--- src/rtl/zacore_inst_encoder.sv ---
// RV32 instruction encoder: packs fields + immediate into a 32-bit word,
// flags unrepresentable immediates, buffers results in a 2-entry FIFO.
//
// Ports:
//   clk, rst_n            clock, async active-low reset
//   in_valid / in_ready   request handshake
//   in_fmt                0=R 1=I 2=S 3=B 4=U 5=J, 6/7 illegal
//   in_opcode, in_rd, in_rs1, in_rs2, in_funct3, in_funct7, in_imm
//                         instruction fields
//   out_valid / out_ready result handshake
//   out_inst, out_err     FIFO head: encoded word and error flag
//   cnt_ok, cnt_err       saturating counts of delivered words
module zacore_inst_encoder (
    input  logic        clk,
    input  logic        rst_n,
    input  logic        in_valid,
    output logic        in_ready,
    input  logic [2:0]  in_fmt,
    input  logic [6:0]  in_opcode,
    input  logic [4:0]  in_rd,
    input  logic [4:0]  in_rs1,
    input  logic [4:0]  in_rs2,
    input  logic [2:0]  in_funct3,
    input  logic [6:0]  in_funct7,
    input  logic [31:0] in_imm,
    output logic        out_valid,
    input  logic        out_ready,
    output logic [31:0] out_inst,
    output logic        out_err,
    output logic [15:0] cnt_ok,
    output logic [15:0] cnt_err
);

    logic [31:0] w_inst;
    logic [31:0] w_word;
    logic        w_err;
    logic        w_fit12;
    logic        w_fit13;
    logic        w_fit21;
    logic        w_push;
    logic        w_pop;

    logic [31:0] r_mem_inst [2];
    logic        r_mem_err  [2];
    logic        r_wptr;
    logic        r_rptr;
    logic [1:0]  r_occ;
    logic [15:0] r_cnt_ok;
    logic [15:0] r_cnt_err;

    // A signed value fits in N bits when all bits from N-1 up are equal.
    assign w_fit12 = (&in_imm[31:11]) | ~(|in_imm[31:11]);
    assign w_fit13 = (&in_imm[31:12]) | ~(|in_imm[31:12]);
    assign w_fit21 = (&in_imm[31:20]) | ~(|in_imm[31:20]);

    always_comb begin
        w_inst = 32'h0;
        w_err  = 1'b0;
        unique case (in_fmt)
            3'd0: w_inst = {in_funct7, in_rs2, in_rs1, in_funct3,
                            in_rd, in_opcode};
            3'd1: begin
                w_inst = {in_imm[11:0], in_rs1, in_funct3,
                          in_rd, in_opcode};
                w_err  = ~w_fit12;
            end
            3'd2: begin
                w_inst = {in_imm[11:5], in_rs2, in_rs1, in_funct3,
                          in_imm[4:0], in_opcode};
                w_err  = ~w_fit12;
            end
            3'd3: begin
                w_inst = {in_imm[12], in_imm[10:5], in_rs2, in_rs1,
                          in_funct3, in_imm[4:1], in_imm[11],
                          in_opcode};
                w_err  = in_imm[0] | ~w_fit13;
            end
            3'd4: begin
                w_inst = {in_imm[31:12], in_rd, in_opcode};
                w_err  = |in_imm[11:0];
            end
            3'd5: begin
                w_inst = {in_imm[20], in_imm[10:1], in_imm[11],
                          in_imm[19:12], in_rd, in_opcode};
                w_err  = in_imm[0] | ~w_fit21;
            end
            default: w_err = 1'b1;
        endcase
    end

    // Failed encodings are stored as an all-zero word.
    assign w_word = w_err ? 32'h0 : w_inst;

    assign in_ready  = (r_occ < 2'd2);
    assign out_valid = (r_occ != 2'd0);
    assign w_push    = in_valid & in_ready;
    assign w_pop     = out_valid & out_ready;
    assign out_inst  = r_mem_inst[r_rptr];
    assign out_err   = r_mem_err[r_rptr];
    assign cnt_ok    = r_cnt_ok;
    assign cnt_err   = r_cnt_err;

    // Storage is not reset; it is only visible behind out_valid.
    always_ff @(posedge clk) begin
        if (w_push) begin
            r_mem_inst[r_wptr] <= w_word;
            r_mem_err[r_wptr]  <= w_err;
        end
    end

    always_ff @(posedge clk or negedge rst_n) begin
        if (!rst_n) begin
            r_wptr    <= 1'b0;
            r_rptr    <= 1'b0;
            r_occ     <= 2'd0;
            r_cnt_ok  <= 16'h0;
            r_cnt_err <= 16'h0;
        end else begin
            if (w_push) r_wptr <= ~r_wptr;
            if (w_pop)  r_rptr <= ~r_rptr;
            if (w_push & ~w_pop)
                r_occ <= r_occ + 2'd1;
            else if (w_pop & ~w_push)
                r_occ <= r_occ - 2'd1;
            if (w_pop) begin
                if (out_err) begin
                    if (r_cnt_err != 16'hFFFF)
                        r_cnt_err <= r_cnt_err + 16'd1;
                end else begin
                    if (r_cnt_ok != 16'hFFFF)
                        r_cnt_ok <= r_cnt_ok + 16'd1;
                end
            end
        end
    end

endmodule

--- config.mk ---
export PLATFORM = sky130hd
export DESIGN_NAME = zacore_inst_encoder
export DESIGN_NICKNAME = d
export VERILOG_FILES = /design/src/rtl/zacore_inst_encoder.sv
export SDC_FILE = /design/constraint.sdc
export NUM_CORES = 1
export LEC_CHECK = 0
export CAP_MARGIN = 15
export CELL_PAD_IN_SITES_DETAIL_PLACEMENT = 1
export CELL_PAD_IN_SITES_GLOBAL_PLACEMENT = 2
export CORE_MARGIN = 1.5
export CORE_UTILIZATION = 36
export CTS_CLUSTER_SIZE = 16
export DETAILED_ROUTE_END_ITERATION = 12
export DONT_BUFFER_PORTS = 1
export GPL_TIMING_DRIVEN = 0
export PLACE_DENSITY_LB_ADDON = 0.1
export SLEW_MARGIN = 20
export SYNTH_ARGS = -nofsm -noshare
export SYNTH_HDL_FRONTEND = slang
export SYNTH_SLANG_ARGS = --single-unit
export TNS_END_PERCENT = 10
--- constraint.sdc ---
create_clock -name clk -period 2.4 [get_ports clk]
set_input_delay 0.12 -clock clk [delete_from_list [all_inputs] [get_ports clk]]
set_output_delay 0.12 -clock clk [all_outputs]
set_load 0.005 [all_outputs]
; Word-level counts from Yosys, hierarchy flattened
; Memories as Yosys holds them, arrays and structs flattened.
; Index checks and enable logic that the tools add are counted.
[word_totals]
register_bits = 36
out_inout_bits = 67
word_cells = 59
ram_bits = 66
n_memories = 2
input_bits = 71
[memory_table]
columns = memory, depth, word_bits, rd, rd_clocked_by_memory_dff, write_ports, line_no
row1 = r_mem_inst, 2, 32, 1, 0, 1, 43  ; logic [31:0] r_mem_inst [2];
row2 = r_mem_err, 2, 1, 1, 0, 1, 44  ; logic r_mem_err [2];
[op_classes]
n_reduce_logical = 13
n_bitwise = 20
n_mux = 7
add_sub_neg = 4
eq_ne = 7
order_cmp = 1
[ops]
columns = cell, n
row1 = 32-bit case mux with 6 select lines, 1
row2 = "16-bit by 1-bit adder with 16-bit output, second input constant", 2
row3 = 32-bit 2-to-1 mux, 1
row4 = "16-bit inequality test, second input constant", 2
row5 = 12-bit OR reduction, 2
row6 = 21-bit AND reduction, 1
row7 = 21-bit OR reduction, 1
row8 = 20-bit AND reduction, 1
row9 = 20-bit OR reduction, 1
row10 = 12-bit AND reduction, 1
row11 = 1-bit NOT, 11
row12 = "3-bit by 2-bit equality test with 1-bit output, second input constant", 2
row13 = "3-bit equality test, second input constant", 2
row14 = 3-bit AND reduction, 2
row15 = 1-bit bitwise OR, 5
row16 = 1-bit case mux with 5 select lines, 1
row17 = 1-bit AND, 4
row18 = 2-bit 2-to-1 mux, 2
row19 = 2-bit nonzero test, 2
row20 = "3-bit by 1-bit equality test with 1-bit output, second input constant", 1
row21 = 3-bit logical NOT, 1
row22 = "2-bit by 1-bit adder with 2-bit output, second input constant", 1
row23 = "2-bit < comparator, second input constant", 1
row24 = 1-bit 2-to-1 mux, 2
row25 = 2 further kinds, 2

; Depth between registers and ports, before layout
; Gate-level depths: netlist (run 1).
[depth]
ltp_word = 7
ltp_mapped = 7
depth_no_buf = 6

; Worst setup path after synthesis (run 1)
; No wires, ideal clock.
[synth_path]
path_kind = flip-flop to flip-flop
startpoint = register r_occ[1]
endpoint = memory r_mem_err[0], enable pin
period_less_slack_ns = 2.570
setup_time_ns = 0.427
t_required_ns = 1.973
t_arrival_ns = 2.143
slack_ns = -0.170
n_path_buf = 0
stages_incl_launch_ff = 3
cell_sequence = dfrtp_1 > nor2b_1 > nor2b_1
[synth_via]
elab_chain_len = 4
[synth_rtl]
columns = element, line_no
row1 = from (decl), 47  ; logic [1:0] r_occ;
row2 = from (signal assigned), 122  ; r_occ <= r_occ + 2'd1;
row3 = from (signal assigned), 124  ; r_occ <= r_occ - 2'd1;
row4 = 2-bit < comparator, 94  ; assign in_ready = (r_occ < 2'd2);
row5 = 1-bit AND, 96  ; assign w_push = in_valid & in_ready;
row6 = net w_push, 40  ; logic w_push;
row7 = 1-bit 2-to-1 mux, 105  ; if (w_push) begin
row8 = 1-bit 2-to-1 mux (implied by the code), 107  ; r_mem_err[r_wptr] <= w_err;
row9 = to (decl), 44
; The timed path passes the listed nets, and every way through them passes these cells.

; Final worst setup path (run 1)
[layout_path]
startpoint = register r_cnt_err[0], in the netlist cnt_err[0]
endpoint = register r_cnt_err[15], in the netlist cnt_err[15]
[layout_via]
elab_chain_len = 2
word_cells_on_any_way = 3
classes_between = 1 x add/sub / 1 x eq/ne / 1 x reduce/logical
[layout_rtl]
columns = element, line_no
row1 = from (decl), 49  ; logic [15:0] r_cnt_err;
row2 = from (signal assigned), 128  ; r_cnt_err <= r_cnt_err + 16'd1;
row3 = "parallel branches: the longest is 2 deep, another holds 16-bit by 1-bit adder with 16-bit output", n/a
; Several ways; the timed one is not identified.
; A chain may end at the register's enable or synchronous reset.

==> results.json, run 1 <==
{
  "p_int_uw": 3530,
  "r2r_slack_ns": 0.41,
  "min-delay-start": "in_opcode[1]",
  "cts_buffers": 9,
  "crit_type": "reg -> reg",
  "drive_above_1_share_pct": 17.1,
  "cts_hold_buf": 2,
  "synth_fp_nets": 505,
  "reg2reg_from": "cnt_err[0]",
  "routed_via_density": 5.33,
  "pwr-share-comb_pct": 25.6,
  "die-area_mm2": 0.0147,
  "wl_per_cell_um": 18.6,
  "num_antenna_cells": 0,
  "die_w_um": 121,
  "ys_ff_latch": 102,
  "wirelength_um": 11700,
  "cts-root-buf": "clkbuf_16",
  "fin_worst_skew_ns": 0.00654,
  "hpwl_um": 8930,
  "min_period_ns": 1.99,
  "ys.flop_type": "edfxtp_1",
  "vias": 3358,
  "grt_pass1_vias": 3635,
  "start_util_pct": 36.7,
  "cts_tree": "yes",
  "postSynthCellCount": 431,
  "tightest_slew_ns": 0.651,
  "htree_num_levels": 3,
  "worstSetupEndpointType": "register",
  "reg2regPathDepth": 7,
  "final_nets": 520,
  "slowest_stage": "or4_1",
  "drt_iter0_drc": 162,
  "max_freq_ghz": 0.502,
  "path_cells": "ha_1, nand4_1, nor4_1, or4_1, buf_2, nor3_2, xor2_1",
  "worst_slack_ns": 0.410,
  "clock_latency_ns": 0.34,
  "post_cts_buffers": 0,
  "core_mm2": 0.0138,
  "netlist_area_mm2": 0.00505,
  "slew_headroom_pct": 56.6,
  "grt_pass1_wl_um": 18500,
  "pre_cts_ws_ns": 0.328,
  "synth-edff-count": 66,
  "p_leak_uw": 0.00206,
  "grt_use_total_pct": 16.2,
  "power_density_mw_per_mm2": 897,
  "min_to": "r_mem_inst[1][1]",
  "syn_area_per_cell_um2": 11.7,
  "ctsResizeCount": 0,
  "finalNonFillerCells": 630,
  "status": "finished clean",
  "gp_congestion": 0.836,
  "io_buffers": 0,
  "finalHoldViolCount": 0,
  "final_common_cell": "edfxtp_1",
  "tns_ns": 0,
  "die_h_um": 121,
  "stdcell_area_mm2": 0.00563,
  "timing.rr.end": "cnt_err[15]",
  "synthTopCellsByArea": "edfxtp_1 39%, dfrtp_1 18%, mux2_2 9.6%",
  "worstHoldPathCells": 2,
  "rows": 43,
  "area_growth_syn_to_layout_pct": 11.5,
  "min_path_type": "in -> reg",
  "grt_setup_unrepaired": "false",
  "clkSinkCount": 102,
  "p_switching_uw": 1530,
  "synth_area_leader_cell": "edfxtp_1",
  "clk_path_buf_depth": 2,
  "grt_max_degree": 37,
  "finalCritPeriodShare_pct": 82.9,
  "switching_share_pct": 30.2,
  "drc": 0,
  "crit_path_max_fanout": 6,
  "overflow": 0,
  "seq_area_frac_synth_pct": 57.1,
  "worstSetupStartpointType": "register",
  "synth_cell_type_count": 42,
  "antenna_found_initial": 0,
  "place_inst": 613,
  "max_stage_delay_ns": 0.49,
  "final_util_pct": 40.9,
  "final_antenna_net_count": 0,
  "yosys_warnings": 0,
  "final_cell_mix": "66 x edfxtp_1, 52 x nand2_1, 43 x mux2_2, 39 x nor3_1, 36 x dfrtp_1",
  "p_seq_share_pct": 48.7,
  "setup_viol": 0,
  "first_pass_iters": 4,
  "ir_drop_mv": 0.321,
  "io_pins": 138,
  "synth_top_area_share_pct": 39.3,
  "worst_ep_arrival_time_ns": 2.25,
  "async_flop_share_pct": 35.3,
  "placed_cell_area_mm2": 0.00534,
  "cp.required_ns": 2.66,
  "pwr-share-clk_pct": 25.8,
  "clk_pin_slew_ns": 0.07,
  "drv_cap": 0,
  "slew_violations": 0
}
==> worst max path at each step <==
stage                     from           endpoint  slack (ns)  cells past startpoint
floorplan             r_occ[1]       r_mem_err[0]        0.44                      2
global placement      r_occ[1]  r_mem_inst[0][30]       -0.14                      2
detailed placement   in_fmt[1]   r_mem_inst[1][9]        0.33                      7
CTS                 cnt_err[0]        cnt_err[15]        0.38                      7
global route            r_rptr         cnt_ok[11]        0.21                      6
finish              cnt_err[0]        cnt_err[15]        0.41                      7
==> metal layers <==
| layer | global-route usage, % | part of all wire [%] | wire [um] |
|---|---|---|---|
| met4 | 4.93 | 1.4 | 159 |
| met2 | 28.1 | 49 | 5760 |
| met3 | 4.18 | 6.7 | 785 |
| met5 | 0 | 0 | 0 |
| met1 | 19.7 | 43 | 5030 |
==> worst max-delay path: cells and delay by family, from the launching register on <==
family        cells  cell delay, ns
flops             1            0.44
xor+xnor          1            0.16
fa+ha+maj         1            0.25
buf+inv           1            0.18
simple gates      4            0.89
==> registers in the layout, summed over array words and instances, names as in the netlist <==
signal	cells
cnt_err	16
r_rptr	1
r_wptr	1
r_mem_inst	64
r_occ	2
cnt_ok	16
r_mem_err	2
==> Yosys cell counts (all sizes together) (2+ instances only) <==
cell and instances:
edfxtp 66, nand2 53, mux2 44, nor3 41, dfrtp 36, xnor2 19
a22oi 17, xor2 17, clkbuf 15, nor2 15, nand4 14, nand3 13
inv 10, buf 9, nor4 9, nor2b 8, o21ai 8, o22ai 6
o2bb2ai 6, and4 4, ha 3, mux2i 3, or3b 2
==> metrics by stage <==
step	total power, uW	hold slack, ns
6_report	5050	0.0295
3_5_place_dp	3820	-0.175
5_1_grt	5330	0.0363
3_3_place_gp	3710	-0.175
4_1_cts	5150	0.0131
2_1_floorplan	3390	-0.176
==> final cells by class <==
| class | instances | area, um2 |
|---|---|---|
| Tap cell | 180 | 225 |
| Sequential cell | 102 | 2880 |
| Clock buffer | 9 | 225 |
| Inverter | 10 | 37.5 |
| Fill cell | 1503 | 8140 |
| Buffer | 24 | 103 |
| Clock inverter | 6 | 38.8 |
| Multi-Input combinational cell | 295 | 2030 |
| Timing Repair Buffer | 4 | 85.1 |
==> logic make-up (layout without fill, tap and decap cells) <==
kind of cell / Yosys count / in the layout / share of synthesized area (%)
AO/OA/AOI/OAI: 44 / 44 / 6.32
buffers and inverters: 34 / 53 / 2.78
multiplexers: 47 / 47 / 10.5
adder cells (fa/ha/maj): 3 / 3 / 0.744
XOR/XNOR: 36 / 36 / 6.25
AND/OR/NAND/NOR: 165 / 165 / 16.3
flip-flops: 102 / 102 / 57.1
==> power by group through the flow <==
| stage | sequential, uW | clock (uW) | combinational (uW) |
|---|---|---|---|
| floorplan | 2440 | 0 | 949 |
| global placement | 2490 | 0 | 1220 |
| detailed placement | 2500 | 0 | 1310 |
| CTS | 2470 | 1350 | 1340 |
| global route | 2510 | 1390 | 1430 |
| finish | 2460 | 1300 | 1290 |
Note: power is estimated with default switching activity, not from simulation.
==> inputs of run 2 (changes only) <==
--- a/config.mk
+++ b/config.mk
@@ -5,11 +5,12 @@
 export SDC_FILE = /design/constraint.sdc
 export NUM_CORES = 1
 export LEC_CHECK = 0
+export ABC_AREA = 1
 export CAP_MARGIN = 15
 export CELL_PAD_IN_SITES_DETAIL_PLACEMENT = 1
 export CELL_PAD_IN_SITES_GLOBAL_PLACEMENT = 2
 export CORE_MARGIN = 1.5
-export CORE_UTILIZATION = 36
+export CORE_UTILIZATION = 34
 export CTS_CLUSTER_SIZE = 16
 export DETAILED_ROUTE_END_ITERATION = 12
 export DONT_BUFFER_PORTS = 1
==> constraint.sdc (replaced) <==
create_clock -name clk -period 1.6 [get_ports clk]
set_input_delay 0.08 -clock clk [delete_from_list [all_inputs] [get_ports clk]]
set_output_delay 0.08 -clock clk [all_outputs]
set_load 0.005 [all_outputs]
==> run 2 against run 1 <==
The flow now finishes with violations (negative setup slack). Critical path depth grew 1. Hold slack worse by 0.0020 ns. Final area rose by 23%. Register-to-register slack worse by 0.44 ns. Cell count up 43%. Core utilization grew 2.4 points. Worst setup slack got worse by 0.44 ns. Clock skew shrank 0.00091 ns. Sequential share of layout area is 9.3 points lower. Largest power group unchanged. Sequential power up 61%. Via count is 30% higher. Routed wire length rose by 30%.
==> results.json, run 2 <==
{
  "synth_cell_type_count": 40,
  "slew_violations": 0,
  "clk_path_buf_depth": 2,
  "yosys.area_share.simple_pct": 30.9,
  "tightest_slew_ns": 0.556,
  "hpwl_um": 11100,
  "final_antenna_net_count": 0,
  "area_growth_syn_to_layout_pct": 23.4,
  "vias": 4359,
  "cts_tree": "yes",
  "p_seq_share_pct": 40.4,
  "ys_ff_latch": 102,
  "failed_checks": "negative setup slack",
  "rows": 46,
  "gp_congestion": 0.846,
  "min_period_ns": 1.63,
  "cts-root-buf": "clkbuf_16",
  "grt_pass1_vias": 4654,
  "pwr-share-comb_pct": 36.3,
  "synth-edff-count": 66,
  "drt_iter0_drc": 160,
  "netlist_top_cells_count": "205 x nand2_1, 66 x edfxtp_1, 62 x nor2_1",
  "async_flop_share_pct": 35.3,
  "drv_cap": 0,
  "status": "finished with violations",
  "final_nets": 751,
  "p_leak_uw": 0.00290,
  "yosys_warnings": 0,
  "die_w_um": 131,
  "ys.flop_type": "edfxtp_1",
  "crit_buf_inv": 2,
  "seq_area_frac_synth_pct": 51.4,
  "clk_pin_slew_ns": 0.08,
  "place_inst": 840,
  "wl_per_cell_um": 17.0,
  "clkSinkCount": 102,
  "io_buffers": 0,
  "crit_path_max_fanout": 5,
  "max_stage_delay_ns": 0.45,
  "synth_top_family_by_area": "simple AND/OR/NAND/NOR gates",
  "tns_ns": -0.0848,
  "path_cells": "ha_4, nand3_4, nor3_4, nand2_2, buf_4, buf_4, nor2_4, xor2_1",
  "wirelength_um": 15300,
  "fin_worst_skew_ns": 0.00563,
  "io_pins": 138,
  "largest_reg_flops": 64,
  "synthXorXnorAreaFrac_pct": 4.37,
  "grt_setup_unrepaired": "true",
  "cp.depth": 8,
  "postSynthCellCount": 622,
  "grt_use_total_pct": 18.1,
  "worstSetupStartpointType": "register",
  "antenna_found_initial": 1,
  "drc": 0,
  "slowest_stage": "dfrtp_2",
  "synth-compound-area-share_pct": 5.53,
  "worst_ep_arrival_time_ns": 1.91,
  "die_h_um": 131,
  "muxShareOfSynthArea_pct": 0.357,
  "power_density_mw_per_mm2": 1420,
  "synth_fp_nets": 696,
  "cts_buffers": 9,
  "htree_num_levels": 3,
  "grt_max_degree": 37,
  "synth_area_leader_cell": "edfxtp_1",
  "die-area_mm2": 0.0173,
  "start_util_pct": 35.1,
  "switching_share_pct": 37.1,
  "p_int_uw": 6160,
  "worst_slack_ns": -0.0342,
  "largest_register": "r_mem_inst",
  "drive_above_1_share_pct": 24.3,
  "pwr-share-clk_pct": 23.3,
  "worstHoldPathCells": 2,
  "final_common_cell": "nand2_1",
  "netlist_area_mm2": 0.00561,
  "cp.required_ns": 1.88,
  "synthTopCellsByArea": "edfxtp_1 35%, dfrtp_1 16%, nand2_1 14%",
  "crit_top_cell": "buf_4",
  "finalNonFillerCells": 899,
  "p_switching_uw": 3640,
  "max_freq_ghz": 0.612,
  "crit_type": "reg -> reg",
  "finalHoldViolCount": 0,
  "ir_drop_mv": 0.598,
  "final_cell_mix": "186 x nand2_1, 66 x edfxtp_1, 59 x nor2_1, 57 x inv_1, 35 x nor2_4",
  "synth_top_area_share_pct": 35.3,
  "routed_via_density": 4.85,
  "reg2regPathDepth": 8,
  "core_mm2": 0.0160,
  "grt_pass1_wl_um": 24600,
  "clock_latency_ns": 0.35,
  "finalCritPeriodShare_pct": 102,
  "slew_headroom_pct": 63.0,
  "worstSetupEndpointType": "register",
  "setup_viol": 4,
  "critPathTopFamily": "simple AND/OR/NAND/NOR gates",
  "first_pass_iters": 4,
  "min_path_type": "in -> reg",
  "overflow": 0,
  "syn_area_per_cell_um2": 9.02,
  "synthAdderAreaFrac_pct": 0.669,
  "synth_most_common_cell": "nand2_1"
}
run 2: changes by cell type in the layout (fill, tap and decap cells not counted), sizes merged, moves of 8 or more:
cell,delta
nor2b,-8
dlygate4sd3,+9
buf,+30
clkbuf,-9
nor3,-33
mux2,-44
nand2,+165
inv,+59
nor4,-9
nor2,+81
a22oi,-11
o21ai,+17
xnor2,-9
run 2: power groups by stage:
stage / Combinational (uW) / Clock (uW) / Sequential [uW]
final: 3560 / 2280 / 3960
after global routing: 3960 / 2450 / 4040
after CTS: 3370 / 2370 / 3950
after detailed placement: 2700 / 0 / 3950
after global placement: 2530 / 0 / 3930
after floorplan: 1890 / 0 / 3830
run 2: cell type report:
type / instances / area (um2)
antenna: 1 / 2.50
clock buffer: 9 / 225
buffer: 15 / 156
tap: 216 / 270
sequential: 102 / 2900
timing repair buffer: 43 / 489
clock inverter: 7 / 77.6
fill: 1870 / 9080
multi-input combinational: 440 / 2550
inverter: 66 / 255
run 2: cell families after synthesis:
kind of cell	Yosys count
flip-flops	102
AO/OA/AOI/OAI	50
buffers and inverters	81
AND/OR/NAND/NOR	356
multiplexers	2
XOR/XNOR	28
adder cells (fa/ha/maj)	3
run 2: stage by stage:
stage	total power [uW]	hold WS [ns]	utilization [%]	area [um2]	setup slack, ns
floorplan	5720	-0.216	-	5620	-0.282
global placement	6460	-0.215	36.8	5890	-0.903
detailed placement	6650	-0.215	37.2	5950	-0.375
CTS	9690	0.0151	42.0	6720	-0.107
global route	10400	0.0317	43.3	6920	-0.0961
finish	9800	0.0275	43.3	6920	-0.0342
run 2: worst paths after layout:
path	endpoint	slack, ns	start
min in group asynchronous	cnt_ok[4]	0.17	rst_n
worst min-delay path	r_mem_inst[1][18]	0.03	in_imm[18]
worst max register to register	cnt_ok[12]	-0.03	cnt_ok[0]
worst min register to register	r_occ[0]	0.50	r_occ[0]
max in group asynchronous	cnt_err[6]	1.21	rst_n
worst max-delay path	cnt_ok[12]	-0.03	cnt_ok[0]
run 2: layer usage:
metal | global-route usage [%] | up-vias | routed length [um]
li1 | - | 2122 | -
met1 | 21.3 | 2104 | 6250
met2 | 31.2 | 116 | 7850
met3 | 5.36 | 17 | 921
met4 | 6.79 | 0 | 280
met5 | 0 | - | 0
run 2: timing repair:
| action | CTS | global route |
|---|---|---|
| setup buffers | 15 | 12 |
| pin swaps | 10 | 19 |
| endpoints found under the setup margin | 129 | 70 |
| gates cloned | 4 | 0 |
| hold buffers | 11 | 0 |
| resized for setup | 46 | 32 |
| endpoints found under the hold margin | 52 | 0 |
==> inputs of run 3 (changes only) <==
--- a/config.mk
+++ b/config.mk
@@ -14,7 +14,6 @@
 export CTS_CLUSTER_SIZE = 16
 export DETAILED_ROUTE_END_ITERATION = 12
 export DONT_BUFFER_PORTS = 1
-export GPL_TIMING_DRIVEN = 0
 export PLACE_DENSITY_LB_ADDON = 0.1
 export SLEW_MARGIN = 20
 export SYNTH_ARGS = -nofsm -noshare
==> run 3 against run 2 <==
Largest power group unchanged. Critical path depth increased by 1. The flow now finishes without violations. Largest cell class unchanged. Sequential power is 5% lower. Hold slack got worse by 0.0015 ns. Highest routed layer unchanged. Core utilization down 1.1 points.
==> results.json, run 3 (synthesis results as in run 2) <==
{
  "final_nets": 760,
  "routed_via_density": 4.82,
  "wl_per_cell_um": 16.4,
  "largest_reg_flops": 64,
  "min_period_ns": 1.56,
  "drt_iter0_drc": 159,
  "die_h_um": 131,
  "cts_tree": "yes",
  "clkSinkCount": 102,
  "grt_max_degree": 37,
  "drv_cap": 0,
  "p_int_uw": 5790,
  "final_util_pct": 42.1,
  "final_common_cell": "nand2_1",
  "grt_use_total_pct": 17.8,
  "pwr-share-clk_pct": 23.3,
  "switching_share_pct": 37.2,
  "power_density_mw_per_mm2": 1370,
  "slew_violations": 0,
  "drive_above_1_share_pct": 21.3,
  "hpwl_um": 11300,
  "p_leak_uw": 0.00290,
  "final_antenna_net_count": 0,
  "status": "finished clean",
  "htree_num_levels": 3,
  "worstSetupEndpointType": "register",
  "io_buffers": 0,
  "gp_congestion": 0.817,
  "p_seq_share_pct": 40.9,
  "drc": 0,
  "finalCritPeriodShare_pct": 97.4,
  "rows": 46,
  "clk_path_buf_depth": 2,
  "final_cell_mix": "201 x nand2_1, 66 x edfxtp_1, 60 x nor2_1, 59 x inv_1, 52 x buf_4",
  "placed_cell_area_mm2": 0.00620,
  "io_pins": 138,
  "clk_pin_slew_ns": 0.07,
  "overflow": 0,
  "grt_setup_unrepaired": "true",
  "clock_latency_ns": 0.36,
  "max_freq_ghz": 0.642,
  "die-area_mm2": 0.0173,
  "min-delay-start": "in_imm[8]",
  "place_inst": 875,
  "fin_worst_skew_ns": 0.0122,
  "ir_drop_mv": 0.605,
  "cts-root-buf": "clkbuf_16",
  "die_w_um": 131,
  "area_growth_syn_to_layout_pct": 20.2,
  "worstSetupStartpointType": "register",
  "stdcell_area_mm2": 0.00674,
  "crit_path_max_fanout": 4,
  "cts_buffers": 9,
  "finalNonFillerCells": 908,
  "wirelength_um": 14900,
  "largest_register": "r_mem_inst",
  "min_path_type": "in -> reg",
  "finalHoldViolCount": 0,
  "p_switching_uw": 3440,
  "grt_pass1_wl_um": 24300,
  "cp.required_ns": 1.84,
  "antenna_found_initial": 1,
  "start_util_pct": 35.1,
  "p_total_uw": 9230,
  "grt_pass1_vias": 4855,
  "reg2reg_from": "cnt_ok[1]",
  "setup_viol": 0,
  "pwr-share-comb_pct": 35.8,
  "vias": 4381,
  "first_pass_iters": 4,
  "tightest_slew_ns": 0.437,
  "worst_ep_arrival_time_ns": 1.80,
  "core_mm2": 0.0160,
  "slew_headroom_pct": 70.8,
  "crit_type": "reg -> reg",
  "whs_ns": 0.0259,
  "startpoint": "cnt_ok[1]"
}
[run 3: final timing paths]
| check | endpoint | slack [ns] | cells past startpoint |
|---|---|---|---|
| max | cnt_ok[7] | 0.04 | 9 |
| min reg2reg | r_occ[0] | 0.49 | 1 |
| max in group asynchronous | cnt_err[2] | 1.21 | 2 |
| min in group asynchronous | cnt_ok[4] | 0.17 | 2 |
| min | r_mem_inst[0][28] | 0.03 | 2 |
| max reg2reg | cnt_ok[7] | 0.04 | 9 |
[run 3: worst max-delay path, stage by stage, from the launching register on]
cell and delay (ns):
dfrtp_1 0.40, ha_4 0.17, nand3_4 0.08, nor3_4 0.16, buf_4 0.14, buf_4 0.11
nand3_2 0.06, nand2_2 0.12, nor2_1 0.07, xor2_1 0.13
[run 3: power groups by stage]
stage	Clock [uW]	Combinational, uW	Sequential [uW]
after floorplan	0	1890	3830
after global placement	0	3120	3780
after detailed placement	0	3190	3800
after CTS	2250	3280	3750
after global routing	2320	3720	3840
final	2150	3310	3770
[run 3: layer usage]
metal  global-route usage, %  share of wire, %  vias to the layer above
met4                    7.04               2.3                        0
met1                    19.6                41                     2100
li1                        -                 -                     2140
met5                       0                 0                        -
met2                    31.4                50                      121
met3                    6.10               6.9                       20
[run 3: timing repair]
item	in CTS	in global routing
endpoints found under the setup margin	7	34
buffers inserted	2	3
gates resized for setup	3	19
hold buffers	10	0
cloned	1	0
hold endpoints to repair	51	0
pin swaps	2	4
[run 3: stage by stage]
step	setup slack, ns	setup TNS (ns)
2_1_floorplan	-0.282	-18.62
3_3_place_gp	0.0429	0
5_1_grt	-0.0570	-0.365
6_report	0.0422	0
3_5_place_dp	-0.0677	-0.120
4_1_cts	-0.0300	-0.113
[run 3: area by class of cell]
| class | instances | area, um2 |
|---|---|---|
| antenna | 1 | 2.50 |
| clock buffer | 9 | 225 |
| clock inverter | 7 | 65.1 |
| fill | 1899 | 9260 |
| inverter | 66 | 253 |
| multi-input combinational | 440 | 2450 |
| sequential | 102 | 2880 |
| tap | 216 | 270 |
| timing repair buffer | 67 | 592 |
